### src/rtl/modulo_decodi.sv
// Extended-Hamming(8,4) decoder: single-error correction, double-error detection,
// one-cycle registered result and saturating error-statistics counters.
module modulo_decodi #(
    parameter int CNT_W = 8
) (
    input  logic             clk,
    input  logic             rst,
    input  logic [7:0]       datos_cod,
    input  logic             valid_in,
    input  logic             clr_cnt,
    output logic [3:0]       datos_out,
    output logic             valid_out,
    output logic             err_simple,
    output logic             err_doble,
    output logic [2:0]       sindrome,
    output logic [CNT_W-1:0] cnt_simple,
    output logic [CNT_W-1:0] cnt_doble
);

    function automatic logic [CNT_W-1:0] sat_inc(input logic [CNT_W-1:0] cnt);
        if (&cnt) begin
            return cnt;
        end
        return cnt + CNT_W'(1);
    endfunction

    logic [2:0] w_syn;
    logic       w_par;
    logic       w_single;
    logic       w_double;
    logic [7:0] w_flip;
    logic [7:0] w_corr;

    always_comb begin
        w_syn[0] = datos_cod[1] ^ datos_cod[3] ^ datos_cod[5] ^ datos_cod[7];
        w_syn[1] = datos_cod[2] ^ datos_cod[3] ^ datos_cod[6] ^ datos_cod[7];
        w_syn[2] = datos_cod[4] ^ datos_cod[5] ^ datos_cod[6] ^ datos_cod[7];
        w_par    = ^datos_cod;
        w_single = w_par;
        w_double = !w_par && (w_syn != 3'd0);
        // With S=0 the flip lands on p0, which is never extracted, so the p0-error case needs no special handling.
        w_flip   = w_single ? (8'd1 << w_syn) : 8'd0;
        w_corr   = datos_cod ^ w_flip;
    end

    logic [3:0]       r_datos_p1;
    logic [2:0]       r_sin_p1;
    logic             r_vld_p1;
    logic             r_es_p1;
    logic             r_ed_p1;
    logic [CNT_W-1:0] r_cnt_s;
    logic [CNT_W-1:0] r_cnt_d;

    // Stage p0 -> p1: register decoded result
    always_ff @(posedge clk or posedge rst) begin
        if (rst) begin
            r_datos_p1 <= 4'd0;
            r_sin_p1   <= 3'd0;
            r_vld_p1   <= 1'b0;
            r_es_p1    <= 1'b0;
            r_ed_p1    <= 1'b0;
        end else begin
            r_vld_p1 <= valid_in;
            r_es_p1  <= valid_in & w_single;
            r_ed_p1  <= valid_in & w_double;
            if (valid_in) begin
                r_datos_p1 <= {w_corr[7], w_corr[6], w_corr[5], w_corr[3]};
                r_sin_p1   <= w_syn;
            end
        end
    end

    always_ff @(posedge clk or posedge rst) begin
        if (rst) begin
            r_cnt_s <= '0;
            r_cnt_d <= '0;
        end else if (clr_cnt) begin
            r_cnt_s <= '0;
            r_cnt_d <= '0;
        end else if (valid_in) begin
            if (w_single) begin
                r_cnt_s <= sat_inc(r_cnt_s);
            end
            if (w_double) begin
                r_cnt_d <= sat_inc(r_cnt_d);
            end
        end
    end

    assign datos_out  = r_datos_p1;
    assign sindrome   = r_sin_p1;
    assign valid_out  = r_vld_p1;
    assign err_simple = r_es_p1;
    assign err_doble  = r_ed_p1;
    assign cnt_simple = r_cnt_s;
    assign cnt_doble  = r_cnt_d;

endmodule

### config.mk
export PLATFORM = sky130hd
export DESIGN_NAME = modulo_decodi
export DESIGN_NICKNAME = d
export VERILOG_FILES = /design/src/rtl/modulo_decodi.sv
export SDC_FILE = /design/constraint.sdc
export NUM_CORES = 1
export LEC_CHECK = 0
export BUFFER_PORTS_ARGS = -buffer_cell sky130_fd_sc_hd__buf_2
export CORE_UTILIZATION = 45
export DETAILED_ROUTE_END_ITERATION = 7
export PLACE_DENSITY = 0.7
export SLEW_MARGIN = 10
export SYNTH_ARGS = -nofsm -noshare
export SYNTH_HDL_FRONTEND = slang
export SYNTH_SLANG_ARGS = --single-unit
### constraint.sdc
create_clock -name clk -period 2.44 [get_ports clk]
set_clock_uncertainty 0.1 [all_clocks]
set_input_delay 0.488 -clock clk [delete_from_list [all_inputs] [get_ports clk]]
set_output_delay 0.488 -clock clk [all_outputs]
set_load 0.03 [all_outputs]
==> results of run 1 <==
registers in the layout (all words and copies together) (netlist names):
signal      count
err_doble       1
cnt_doble       8
valid_out       1
err_simple      1
datos_out       4
cnt_simple      8
sindrome        3
tightest hold or removal path, cell delays in order:
cell,delay (ps)
sky130_fd_sc_hd__buf_2,100
sky130_fd_sc_hd__inv_1,40
sky130_fd_sc_hd__buf_4,310
synthesized netlist by cell type:
master and n:
sky130_fd_sc_hd__or3_1 3, sky130_fd_sc_hd__xnor2_1 13, sky130_fd_sc_hd__nor4b_1 3, sky130_fd_sc_hd__mux2_1 7, sky130_fd_sc_hd__nor2b_1 8, sky130_fd_sc_hd__a31oi_1 1
sky130_fd_sc_hd__a211oi_1 1, sky130_fd_sc_hd__a2111oi_0 1, sky130_fd_sc_hd__or4_1 4, sky130_fd_sc_hd__a21oi_1 18, sky130_fd_sc_hd__nand4b_1 1, sky130_fd_sc_hd__nand4_1 7
sky130_fd_sc_hd__ha_1 2, sky130_fd_sc_hd__nor2_1 16, sky130_fd_sc_hd__nand3_1 4, sky130_fd_sc_hd__nand2b_1 3, sky130_fd_sc_hd__or2_1 1, sky130_fd_sc_hd__a211o_1 2
sky130_fd_sc_hd__o311ai_1 1, sky130_fd_sc_hd__a21boi_1 1, sky130_fd_sc_hd__xnor2_4 1, sky130_fd_sc_hd__a311oi_1 1, sky130_fd_sc_hd__nor4_1 1, sky130_fd_sc_hd__mux2i_1 1
sky130_fd_sc_hd__and4_1 1, sky130_fd_sc_hd__o21a_1 1, sky130_fd_sc_hd__nand2_1 7, sky130_fd_sc_hd__xnor2_2 2, sky130_fd_sc_hd__buf_2 1, sky130_fd_sc_hd__clkbuf_1 6
sky130_fd_sc_hd__inv_1 5, sky130_fd_sc_hd__dfrtp_1 26, sky130_fd_sc_hd__xor2_2 2, sky130_fd_sc_hd__o31ai_1 4, sky130_fd_sc_hd__o21ai_1 1, sky130_fd_sc_hd__and3_1 3
power by group through the flow:
stage | clock [W] | combinational (W) | sequential, W
2_1_floorplan | 0 | 0.000191 | 0.000578
3_3_place_gp | 0 | 0.000353 | 0.000501
3_5_place_dp | 0 | 0.000362 | 0.000503
4_1_cts | 0.000183 | 0.000362 | 0.000495
5_1_grt | 0.000203 | 0.000393 | 0.000501
6_report | 0.000174 | 0.000358 | 0.000494
layout make-up:
| class | instances | area (sq um) | area share (%) |
|---|---|---|---|
| repair buffers | 40 | 208 | 11.4 |
| well taps | 44 | 55.1 | 3.03 |
| flip-flops and latches | 26 | 651 | 35.8 |
| multi-input cells | 122 | 861 | 47.4 |
| inverters | 5 | 18.8 | 1.03 |
| clock buffers | 3 | 22.5 | 1.24 |
worst max-delay path by stage:
stage / from / endpoint / slack [ps] / depth (start not counted)
3_5_place_dp: datos_cod[1] / cnt_simple[6]$_DFFE_PP0P_ / 90 / 6
2_1_floorplan: datos_cod[1] / cnt_doble[2]$_DFFE_PP0P_ / 370 / 6
5_1_grt: datos_cod[3] / cnt_simple[6]$_DFFE_PP0P_ / 280 / 6
3_3_place_gp: datos_cod[1] / cnt_simple[7]$_DFFE_PP0P_ / 190 / 6
4_1_cts: datos_cod[1] / cnt_simple[6]$_DFFE_PP0P_ / 430 / 6
6_report: datos_cod[1] / cnt_simple[7]$_DFFE_PP0P_ / 440 / 6
metal layers:
layer | up-vias | track usage (%) | wire length, um
met5 | - | 0 | 0
met4 | 0 | 5.84 | 18
met3 | 2 | 2.56 | 100
met2 | 26 | 29.8 | 1500
met1 | 633 | 26.3 | 1490
li1 | 645 | - | -
cells by family after synthesis:
kind of cell	synth area share, %
adders and majority gates	1.61
muxes	5.70
and+or+nand+nor	22.0
DFF	41.8
AOI/OAI and AO/OA	12.7
xor gates and xnor gates	13.3
buffers and inverters	2.97
per-stage QoR:
stage | hold slack [ps] | area (sq um)
after global placement | 400 | 1790
after detailed placement | 409 | 1790
after CTS | 110 | 1820
after global routing | 115 | 1820
after floorplan | 419 | 1560
final | 105 | 1820
==> impl_summary.log, run 1 <==
[metrics] run status: complete, no violations
[metrics] drt drc: 0
[metrics] largest cells by area after synthesis: sky130_fd_sc_hd__dfrtp_1 (42%), sky130_fd_sc_hd__xnor2_1 (7.3%), sky130_fd_sc_hd__a21oi_1 (5.8%)
[metrics] cell area after technology mapping: 0.00156 sq mm
[metrics] launch point of the worst reg-to-reg path: cnt_doble[0]$_DFFE_PP0P_
[metrics] number of optimization iterations in the first detailed-route pass: 4
[metrics] final-report setup violation count: 0
[metrics] Leakage Power: 0.804 nW
[metrics] number of placement rows: 20
[metrics] sequential cell area fraction in the yosys report: 41.8%
[metrics] total buffers and inverters traversed by the critical path: 1
[metrics] post-route antenna net violation count: 0
[metrics] critical path cell sequence: buf_2 -> xnor2_1 -> xor2_2 -> xnor2_1 -> or4_1 -> a21oi_1
[metrics] Psw: 0.000379 W
[metrics] clock root buffer: sky130_fd_sc_hd__clkbuf_4
[metrics] detail-routed net length per standard cell: 12.9 um
[metrics] Combinational Power Share: 34.9%
[metrics] Slew @ Worst Pin: 694 ps
[metrics] P_int: 0.000647 W
[metrics] count of buffers inserted at the top-level ports: 37
[metrics] slack of the critical path: 442 ps
[metrics] clock insertion delay at the later pin of the skew report: 300 ps
[metrics] worst reg2reg path endpoint: cnt_doble[7]$_DFFE_PP0P_
[metrics] final cycle utilization of the critical path: 81.9%
[metrics] worst voltage drop across the vdd grid: 0.249 mV
[metrics] worst r2r path cells: 6
[metrics] relative area change from synthesis to final layout: 16.5%
[metrics] number of CTS-inserted buffers: 3
[metrics] class of the most critical hold timing path: in -> async
[metrics] cell count after synthesis: 160
[metrics] total grt overflow: 0
[metrics] Clock power frac: 16.9%
[metrics] initial detailed-routing violation count: 64
[metrics] Required @ worst endpoint: 2580 ps
[metrics] max-capacitance violation count: 0
[metrics] power after layout: 0.00103 W
[metrics] pin count of the biggest net entering global routing: 27
[metrics] flip-flop and latch count after synthesis: 26
[metrics] kind of start point of the critical path: primary input
[metrics] clock slew at the register clock pins of the worst setup and hold paths: 130 ps
[metrics] initial core utilization: 49.0%
[metrics] most frequent standard cell in the layout excluding fill and tap cells: sky130_fd_sc_hd__buf_2
[metrics] overall die height: 60.8 um
[metrics] Worst Path Class, Setup: in -> reg
[metrics] width of the die: 60.8 um
[metrics] Yosys top cell by area: sky130_fd_sc_hd__dfrtp_1
[metrics] capturing element type of the critical path: flip-flop
[metrics] wire length of the first global-routing pass: 5110 um
[metrics] number of sinks on the clock net: 26
[metrics] Worst path slowest cell: sky130_fd_sc_hd__or4_1
[metrics] placed instance count: 237
[metrics] syn_nets: 174
[metrics] final setup TNS: 0 ps
[metrics] Placeable Area: 0.00318 sq mm
[metrics] TritonCTS clock tree: done
[metrics] sw frac: 37.0%
[metrics] critical path arrival: 2140 ps
[metrics] Routed WL: 3100 um
[metrics] maximum root-to-sink buffer count: 2
[metrics] highest attainable clock frequency: 501 MHz
[metrics] power density normalized to cell area: 565 mW/mm^2
[metrics] RSZ-0062 raised after global routing: false
[metrics] ratio of routed vias to standard cells: 5.44
[metrics] fraction of final layout cells with drive strength greater than 1: 24.5%
[metrics] Diodes inserted: 0
[metrics] final design utilization: 57.1%
[metrics] DPL Wire Length: 2380 um
[metrics] Layout fillers: 299
[metrics] final std cells w/o fill: 240
[metrics] most used cells in the layout excluding fill and tap cells: sky130_fd_sc_hd__buf_2 (37), sky130_fd_sc_hd__dfrtp_1 (26), sky130_fd_sc_hd__a21oi_1 (18), sky130_fd_sc_hd__nor2_1 (16), sky130_fd_sc_hd__xnor2_1 (13)
[metrics] reg-to-reg setup timing slack: 470 ps
[metrics] global placer's final weighted congestion: 0.821
[metrics] number of post-CTS setup repair buffers: 0
[metrics] via count: 1,306
[metrics] Hold Buf Count CTS: 0
[metrics] final hold viol count: 0
[metrics] average cell area after synthesis: 9.74 sq um
[metrics] Slew headroom: 53.4%
[metrics] kind of cell adding the most delay to the critical path: XOR/XNOR gates
[metrics] delay of the slowest cell on the worst path: 560 ps
[metrics] total count of max-transition violations in the final report: 0
[metrics] Final #Nets: 212
[metrics] I/O pin cnt: 38
[metrics] antenna violations before repair: 0
[metrics] sequential power share: 48.2%
[metrics] Die Outline Area: 0.00370 sq mm
[metrics] GRT Resource Usage Total: 18.7%
[metrics] # H-tree levels: 1
[metrics] area share of the leading cell type in the synthesized netlist: 41.8%
[metrics] Unique masters post-synth: 36
[metrics] highest net fanout along the worst path: 11
[metrics] Most common cell on crit path: sky130_fd_sc_hd__xnor2_1
[metrics] number of warnings issued by yosys: 0
[metrics] number of global-route vias before repair: 1,137
[metrics] final critical-path required period: 2000 ps
[metrics] count of instances resized after the clock tree is built: 0
[metrics] Placement Setup Slack: 91.2 ps
No activity file was read; power rests on OpenSTA's default activity.
==> run 2, diff against run 1 <==
--- a/config.mk
+++ b/config.mk
@@ -5,10 +5,11 @@
 export SDC_FILE = /design/constraint.sdc
 export NUM_CORES = 1
 export LEC_CHECK = 0
+export ABC_AREA = 1
 export BUFFER_PORTS_ARGS = -buffer_cell sky130_fd_sc_hd__buf_2
 export CORE_UTILIZATION = 45
 export DETAILED_ROUTE_END_ITERATION = 7
-export PLACE_DENSITY = 0.7
+export PLACE_DENSITY = 0.69
 export SLEW_MARGIN = 10
 export SYNTH_ARGS = -nofsm -noshare
 export SYNTH_HDL_FRONTEND = slang
==> constraint.sdc (replaced) <==
create_clock -name clk -period 1.9 [get_ports clk]
set_clock_uncertainty 0.1 [all_clocks]
set_input_delay 0.38 -clock clk [delete_from_list [all_inputs] [get_ports clk]]
set_output_delay 0.38 -clock clk [all_outputs]
set_load 0.03 [all_outputs]
==> impl_summary.log, run 2 <==
[metrics] run status: complete, no violations
[metrics] RSZ-0062 raised after global routing: false
[metrics] fraction of final layout cells with drive strength greater than 1: 31.0%
[metrics] ratio of routed vias to standard cells: 4.97
[metrics] wire length of the first global-routing pass: 6120 um
[metrics] highest attainable clock frequency: 592 MHz
[metrics] flip-flop and latch count after synthesis: 26
[metrics] DPL Wire Length: 2650 um
[metrics] count of instances resized after the clock tree is built: 0
[metrics] total grt overflow: 0
[metrics] cell area after technology mapping: 0.00171 sq mm
[metrics] Clock power frac: 31.2%
[metrics] # H-tree levels: 1
[metrics] most common cell in the netlist: sky130_fd_sc_hd__nand2_1
[metrics] overall die height: 63.6 um
[metrics] Routed WL: 3540 um
[metrics] kind of start point of the critical path: flip-flop
[metrics] flip-flop cell with the highest count after synthesis: sky130_fd_sc_hd__dfrtp_1
[metrics] Sequential Area: 651 sq um
[metrics] I/O pin cnt: 38
[metrics] highest net fanout along the worst path: 16
[metrics] GRT Resource Usage Total: 19.2%
[metrics] Yosys top cell by area: sky130_fd_sc_hd__dfrtp_1
[metrics] via count: 1,601
[metrics] final hold viol count: 0
[metrics] final std cells w/o fill: 322
[metrics] Combinational Power Share: 26.2%
[metrics] cell count after synthesis: 232
[metrics] average cell area after synthesis: 7.36 sq um
[metrics] capturing element type of the critical path: flip-flop
[metrics] worst voltage drop across the vdd grid: 0.540 mV
[metrics] initial detailed-routing violation count: 117
[metrics] relative area change from synthesis to final layout: 19.9%
[metrics] count of buffers inserted at the top-level ports: 37
[metrics] clock root buffer: sky130_fd_sc_hd__clkbuf_8
[metrics] syn_nets: 246
[metrics] critical path arrival: 1790 ps
[metrics] final-report setup violation count: 0
[metrics] maximum root-to-sink buffer count: 2
[metrics] area share of the leading cell type in the synthesized netlist: 38.1%
[metrics] number of warnings issued by yosys: 0
[metrics] final design utilization: 55.9%
[metrics] initial core utilization: 46.6%
[metrics] ranking of synthesized cells by instance count: sky130_fd_sc_hd__nand2_1 (84), sky130_fd_sc_hd__dfrtp_1 (26), sky130_fd_sc_hd__nand3_1 (26), sky130_fd_sc_hd__inv_1 (18), sky130_fd_sc_hd__nand4_1 (13)
[metrics] final cycle utilization of the critical path: 89.0%
[metrics] width of the die: 63.6 um
[metrics] final critical-path required period: 1690 ps
[metrics] Leakage Power: 1.17 nW
[metrics] Slew headroom: 78.5%
[metrics] pin count of the biggest net entering global routing: 27
[metrics] Worst Path Class, Setup: reg -> reg
[metrics] clock slew at the register clock pins of the worst setup and hold paths: 90 ps
[metrics] number of placement rows: 22
[metrics] sequential cell area fraction in the yosys report: 38.1%
[metrics] max-capacitance violation count: 0
[metrics] number of optimization iterations in the first detailed-route pass: 6
[metrics] sequential power share: 42.6%
[metrics] antenna violations before repair: 0
[metrics] TritonCTS clock tree: done
[metrics] most used cells in the layout excluding fill and tap cells: sky130_fd_sc_hd__nand2_1 (84), sky130_fd_sc_hd__buf_2 (37), sky130_fd_sc_hd__nand3_1 (26), sky130_fd_sc_hd__dfrtp_1 (26), sky130_fd_sc_hd__inv_1 (18)
[metrics] sw frac: 32.5%
[metrics] post-route antenna net violation count: 0
[metrics] final setup TNS: 0 ps
[metrics] global placer's final weighted congestion: 0.883
[metrics] Slew @ Worst Pin: 322 ps
[metrics] Placeable Area: 0.00366 sq mm
[metrics] Final #Nets: 289
[metrics] class of the most critical hold timing path: in -> async
[metrics] share of synthesized flip-flops with an asynchronous set or reset: 100%
[metrics] WHS: 32.5 ps
[metrics] P_int: 0.000992 W
[metrics] Required @ worst endpoint: 2000 ps
[metrics] Die Outline Area: 0.00404 sq mm
[metrics] most frequent standard cell in the layout excluding fill and tap cells: sky130_fd_sc_hd__nand2_1
[metrics] detail-routed net length per standard cell: 11.0 um
[metrics] Diodes inserted: 0
[metrics] Layout fillers: 350
[metrics] largest cells by area after synthesis: sky130_fd_sc_hd__dfrtp_1 (38%), sky130_fd_sc_hd__nand2_1 (18%), sky130_fd_sc_hd__nand3_1 (7.6%)
[metrics] Hold Buf Count CTS: 0
[metrics] placed instance count: 318
[metrics] drt drc: 0
[metrics] Psw: 0.000479 W
[metrics] number of enable flip-flop cells after synthesis: 0
[metrics] number of post-CTS setup repair buffers: 0
[metrics] power density normalized to cell area: 719 mW/mm^2
[metrics] Unique masters post-synth: 25
[metrics] number of sinks on the clock net: 26
[metrics] number of CTS-inserted buffers: 3
[metrics] total count of max-transition violations in the final report: 0
[metrics] multi-input combinational cell area: 948 sq um
[metrics] number of global-route vias before repair: 1,406
[metrics] clock insertion delay at the later pin of the skew report: 270 ps
-- run 2: cell families (layout without fill, tap and decap cells) --
logic type | after synthesis | after routing | share of synthesized area, %
flops | 26 | 26 | 38.1
compound gates | 15 | 15 | 6.38
xor+xnor | 7 | 7 | 3.59
fa+ha+maj | 2 | 2 | 1.47
buf+inv | 29 | 71 | 6.82
simple gates | 153 | 153 | 43.6
-- run 2: worst paths after layout --
check	slack, ps	to	cells after the start	start
worst max-delay path	210	cnt_simple[4]$_DFFE_PP0P_	7	cnt_simple[0]$_DFFE_PP0P_
worst min-delay path	30	cnt_doble[6]$_DFFE_PP0P_	3	rst
worst max register to register	210	cnt_simple[4]$_DFFE_PP0P_	7	cnt_simple[0]$_DFFE_PP0P_
worst min register to register	390	datos_out[2]$_DFFE_PP0P_	2	datos_out[2]$_DFFE_PP0P_
max in group asynchronous	1420	cnt_simple[7]$_DFFE_PP0P_	3	rst
min in group clk	230	valid_out$_DFF_PP0_	1	valid_in
-- run 2: critical path, cell delays in order, from the launching register on --
cell                      delay, ps
sky130_fd_sc_hd__dfrtp_1        430
sky130_fd_sc_hd__ha_1           210
sky130_fd_sc_hd__nand2_1         90
sky130_fd_sc_hd__nor3_2         210
sky130_fd_sc_hd__nand4_1        160
sky130_fd_sc_hd__nand3_4        260
sky130_fd_sc_hd__nand2_1        100
sky130_fd_sc_hd__o21ai_2         60
-- run 2: final cells by class --
type                    count  share of cell area (%)
flip-flops and latches     26                    31.8
multi-input cells         177                    46.3
inverters                  25                    4.58
well taps                  48                    2.93
clock buffers               3                    2.02
repair buffers             42                    10.9
clock inverters             1                    1.47
-- run 2: routing by layer --
metal | GRT usage (%) | vias up | wire [um]
met3 | 4.71 | 2 | 167
met2 | 29.4 | 45 | 1610
met1 | 25.5 | 720 | 1730
li1 | - | 834 | -
met4 | 8.52 | 0 | 24
met5 | 0 | - | 0
-- run 2: metrics by stage --
stage | cell area (sq um) | total power [W] | worst slack [ps]
2_1_floorplan | 1710 | 0.000910 | 99.5
3_3_place_gp | 1970 | 0.00102 | 139
3_5_place_dp | 1970 | 0.00102 | 114
4_1_cts | 2040 | 0.00148 | 195
5_1_grt | 2050 | 0.00155 | 30.2
6_report | 2050 | 0.00147 | 210
-- run 2: power by group through the flow --
stage / registers, W / clock network [W] / logic (W)
4_1_cts: 0.000626 / 0.000472 / 0.000385
2_1_floorplan: 0.000719 / 0 / 0.000192
3_3_place_gp: 0.000636 / 0 / 0.000379
5_1_grt: 0.000631 / 0.000491 / 0.000426
3_5_place_dp: 0.000637 / 0 / 0.000385
6_report: 0.000626 / 0.000460 / 0.000385
==> run 3, diff against run 2 <==
--- a/config.mk
+++ b/config.mk
@@ -5,11 +5,11 @@
 export SDC_FILE = /design/constraint.sdc
 export NUM_CORES = 1
 export LEC_CHECK = 0
-export ABC_AREA = 1
+export ABC_AREA = 0
 export BUFFER_PORTS_ARGS = -buffer_cell sky130_fd_sc_hd__buf_2
 export CORE_UTILIZATION = 45
 export DETAILED_ROUTE_END_ITERATION = 7
-export PLACE_DENSITY = 0.69
+export PLACE_DENSITY = 0.7
 export SLEW_MARGIN = 10
 export SYNTH_ARGS = -nofsm -noshare
 export SYNTH_HDL_FRONTEND = slang
==> impl_summary.log, run 3 (same netlist as run 1, synthesis figures left out) <==
[metrics] run status: finished, violations left
[metrics] violated checks: hold timing
[metrics] initial detailed-routing violation count: 66
[metrics] number of global-route vias before repair: 1,260
[metrics] final std cells w/o fill: 266
[metrics] total count of max-transition violations in the final report: 0
[metrics] fraction of final layout cells with drive strength greater than 1: 36.9%
[metrics] GRT Resource Usage Total: 19.7%
[metrics] highest net fanout along the worst path: 7
[metrics] Worst Path Class, Setup: reg -> reg
[metrics] detail-routed net length per standard cell: 12.7 um
[metrics] initial core utilization: 49.0%
[metrics] Final #Nets: 237
[metrics] total buffers and inverters traversed by the critical path: 0
[metrics] I/O pin cnt: 38
[metrics] width of the die: 60.8 um
[metrics] maximum root-to-sink buffer count: 2
[metrics] # H-tree levels: 1
[metrics] Die Outline Area: 0.00370 sq mm
[metrics] number of optimization iterations in the first detailed-route pass: 4
[metrics] WHS: -10.7 ps
[metrics] count of buffers inserted at the top-level ports: 37
[metrics] Leakage Power: 0.934 nW
[metrics] post-route antenna net violation count: 0
[metrics] ratio of routed vias to standard cells: 5.27
[metrics] clock insertion delay at the later pin of the skew report: 310 ps
[metrics] via count: 1,402
[metrics] Required @ worst endpoint: 1990 ps
[metrics] clock root buffer: sky130_fd_sc_hd__clkbuf_4
[metrics] critical path arrival: 1890 ps
[metrics] antenna violations before repair: 0
[metrics] highest attainable clock frequency: 557 MHz
[metrics] Placeable Area: 0.00318 sq mm
[metrics] final hold viol count: 13
[metrics] final setup TNS: 0 ps
[metrics] placed instance count: 261
[metrics] overall die height: 60.8 um
[metrics] Slew headroom: 70.1%
[metrics] Diodes inserted: 0
[metrics] delay of the slowest cell on the worst path: 480 ps
[metrics] DPL Wire Length: 2590 um
[metrics] number of CTS-inserted buffers: 3
[metrics] final cycle utilization of the critical path: 94.5%
[metrics] power density normalized to cell area: 711 mW/mm^2
[metrics] kind of start point of the critical path: flip-flop
[metrics] kind of cell adding the most delay to the critical path: simple AND/OR/NAND/NOR gates
[metrics] final critical-path required period: 1790 ps
[metrics] Routed WL: 3390 um
[metrics] wire length of the first global-routing pass: 5540 um
[metrics] pin count of the biggest net entering global routing: 27
[metrics] worst voltage drop across the vdd grid: 0.406 mV
[metrics] clock slew at the register clock pins of the worst setup and hold paths: 140 ps
[metrics] RSZ-0062 raised after global routing: false
[metrics] capturing element type of the critical path: flip-flop
[metrics] final-report setup violation count: 0
[metrics] most used cells in the layout excluding fill and tap cells: sky130_fd_sc_hd__buf_2 (37), sky130_fd_sc_hd__buf_4 (28), sky130_fd_sc_hd__dfrtp_1 (22), sky130_fd_sc_hd__a21oi_1 (17), sky130_fd_sc_hd__nor2_1 (16)
[metrics] total grt overflow: 0
[metrics] Hold Buf Count CTS: 0
[metrics] TritonCTS clock tree: done
[metrics] critical path cell sequence: nand4_1 -> or3_4 -> and3_1 -> mux2_1
[metrics] global placer's final weighted congestion: 0.838
[metrics] drt drc: 0
[metrics] max-capacitance violation count: 0
[metrics] most frequent standard cell in the layout excluding fill and tap cells: sky130_fd_sc_hd__buf_2
[metrics] class of the most critical hold timing path: in -> async
[metrics] Slew @ Worst Pin: 449 ps
[metrics] number of placement rows: 20
[metrics] number of sinks on the clock net: 26
[metrics] relative area change from synthesis to final layout: 31.7%
[metrics] Worst path slowest cell: sky130_fd_sc_hd__dfrtp_1
-- run 3: cell count changes in the layout (fill, tap and decap cells not counted), sizes merged, moves of 13 or more --
cell	change
o21ai	-13
inv	-20
nand2	-87
nand3	-24
xnor2	+15
a21oi	+18
buf	+23
-- run 3: final cells by class --
cell class / instances / area, sq um
Fill cell: 274 / 1130
Multi-Input combinational cell: 122 / 901
Sequential cell: 26 / 656
Timing Repair Buffer: 65 / 395
Tap cell: 44 / 55.1
Clock buffer: 4 / 26.3
Inverter: 5 / 18.8
-- run 3: repair_timing --
action,in CTS,in global routing
endpoints found under the setup margin,0,11
resized for setup,0,6
buffers inserted,0,1
-- run 3: tightest hold or removal path, cell delays in order --
cell and delay (ps):
sky130_fd_sc_hd__buf_2 90, sky130_fd_sc_hd__inv_1 40, sky130_fd_sc_hd__buf_4 310
-- run 3: final timing paths --
path / start / to / slack, ps / cells after the start
setup / recovery: cnt_simple[3]$_DFFE_PP0P_ / cnt_simple[0]$_DFFE_PP0P_ / 110 / 4
hold / removal: rst / cnt_doble[0]$_DFFE_PP0P_ / -10 / 3
setup reg to reg: cnt_simple[3]$_DFFE_PP0P_ / cnt_simple[0]$_DFFE_PP0P_ / 110 / 4
hold reg to reg: sindrome[1]$_DFFE_PP0P_ / sindrome[1]$_DFFE_PP0P_ / 440 / 2
max in group asynchronous: rst / cnt_simple[0]$_DFFE_PP0P_ / 1430 / 3
min in group clk: valid_in / valid_out$_DFF_PP0_ / 150 / 1
-- run 3: per-stage QoR --
| step | power, W | hold WS [ps] | cell area [sq um] | util [%] | worst slack [ps] |
|---|---|---|---|---|---|
| 6_report | 0.00146 | -10.7 | 2050 | 64.6 | 105 |
| 5_1_grt | 0.00155 | 29.9 | 2050 | 64.6 | 7.12 |
| 4_1_cts | 0.00146 | 1.01 | 2020 | 63.7 | 5.29 |
| 3_5_place_dp | 0.00123 | 352 | 2000 | 62.8 | -189 |
| 3_3_place_gp | 0.00121 | 344 | 2000 | 62.8 | -149 |
| 2_1_floorplan | 0.000997 | 311 | 1580 | - | 21.9 |
-- run 3: power breakdown --
part,internal [W],switching (W)
clock,0.0000817,0.000150
sequential,0.000603,0.0000247
combinational,0.000257,0.000342
-- run 3: per-layer routing --
| layer | vias up | share of wire (%) | global-route usage [%] |
|---|---|---|---|
| li1 | 695 | - | - |
| met1 | 671 | 45 | 25.9 |
| met2 | 34 | 50 | 33.9 |
| met3 | 2 | 4.0 | 2.99 |
| met4 | 0 | 0.56 | 5.19 |
| met5 | - | 0 | 0 |
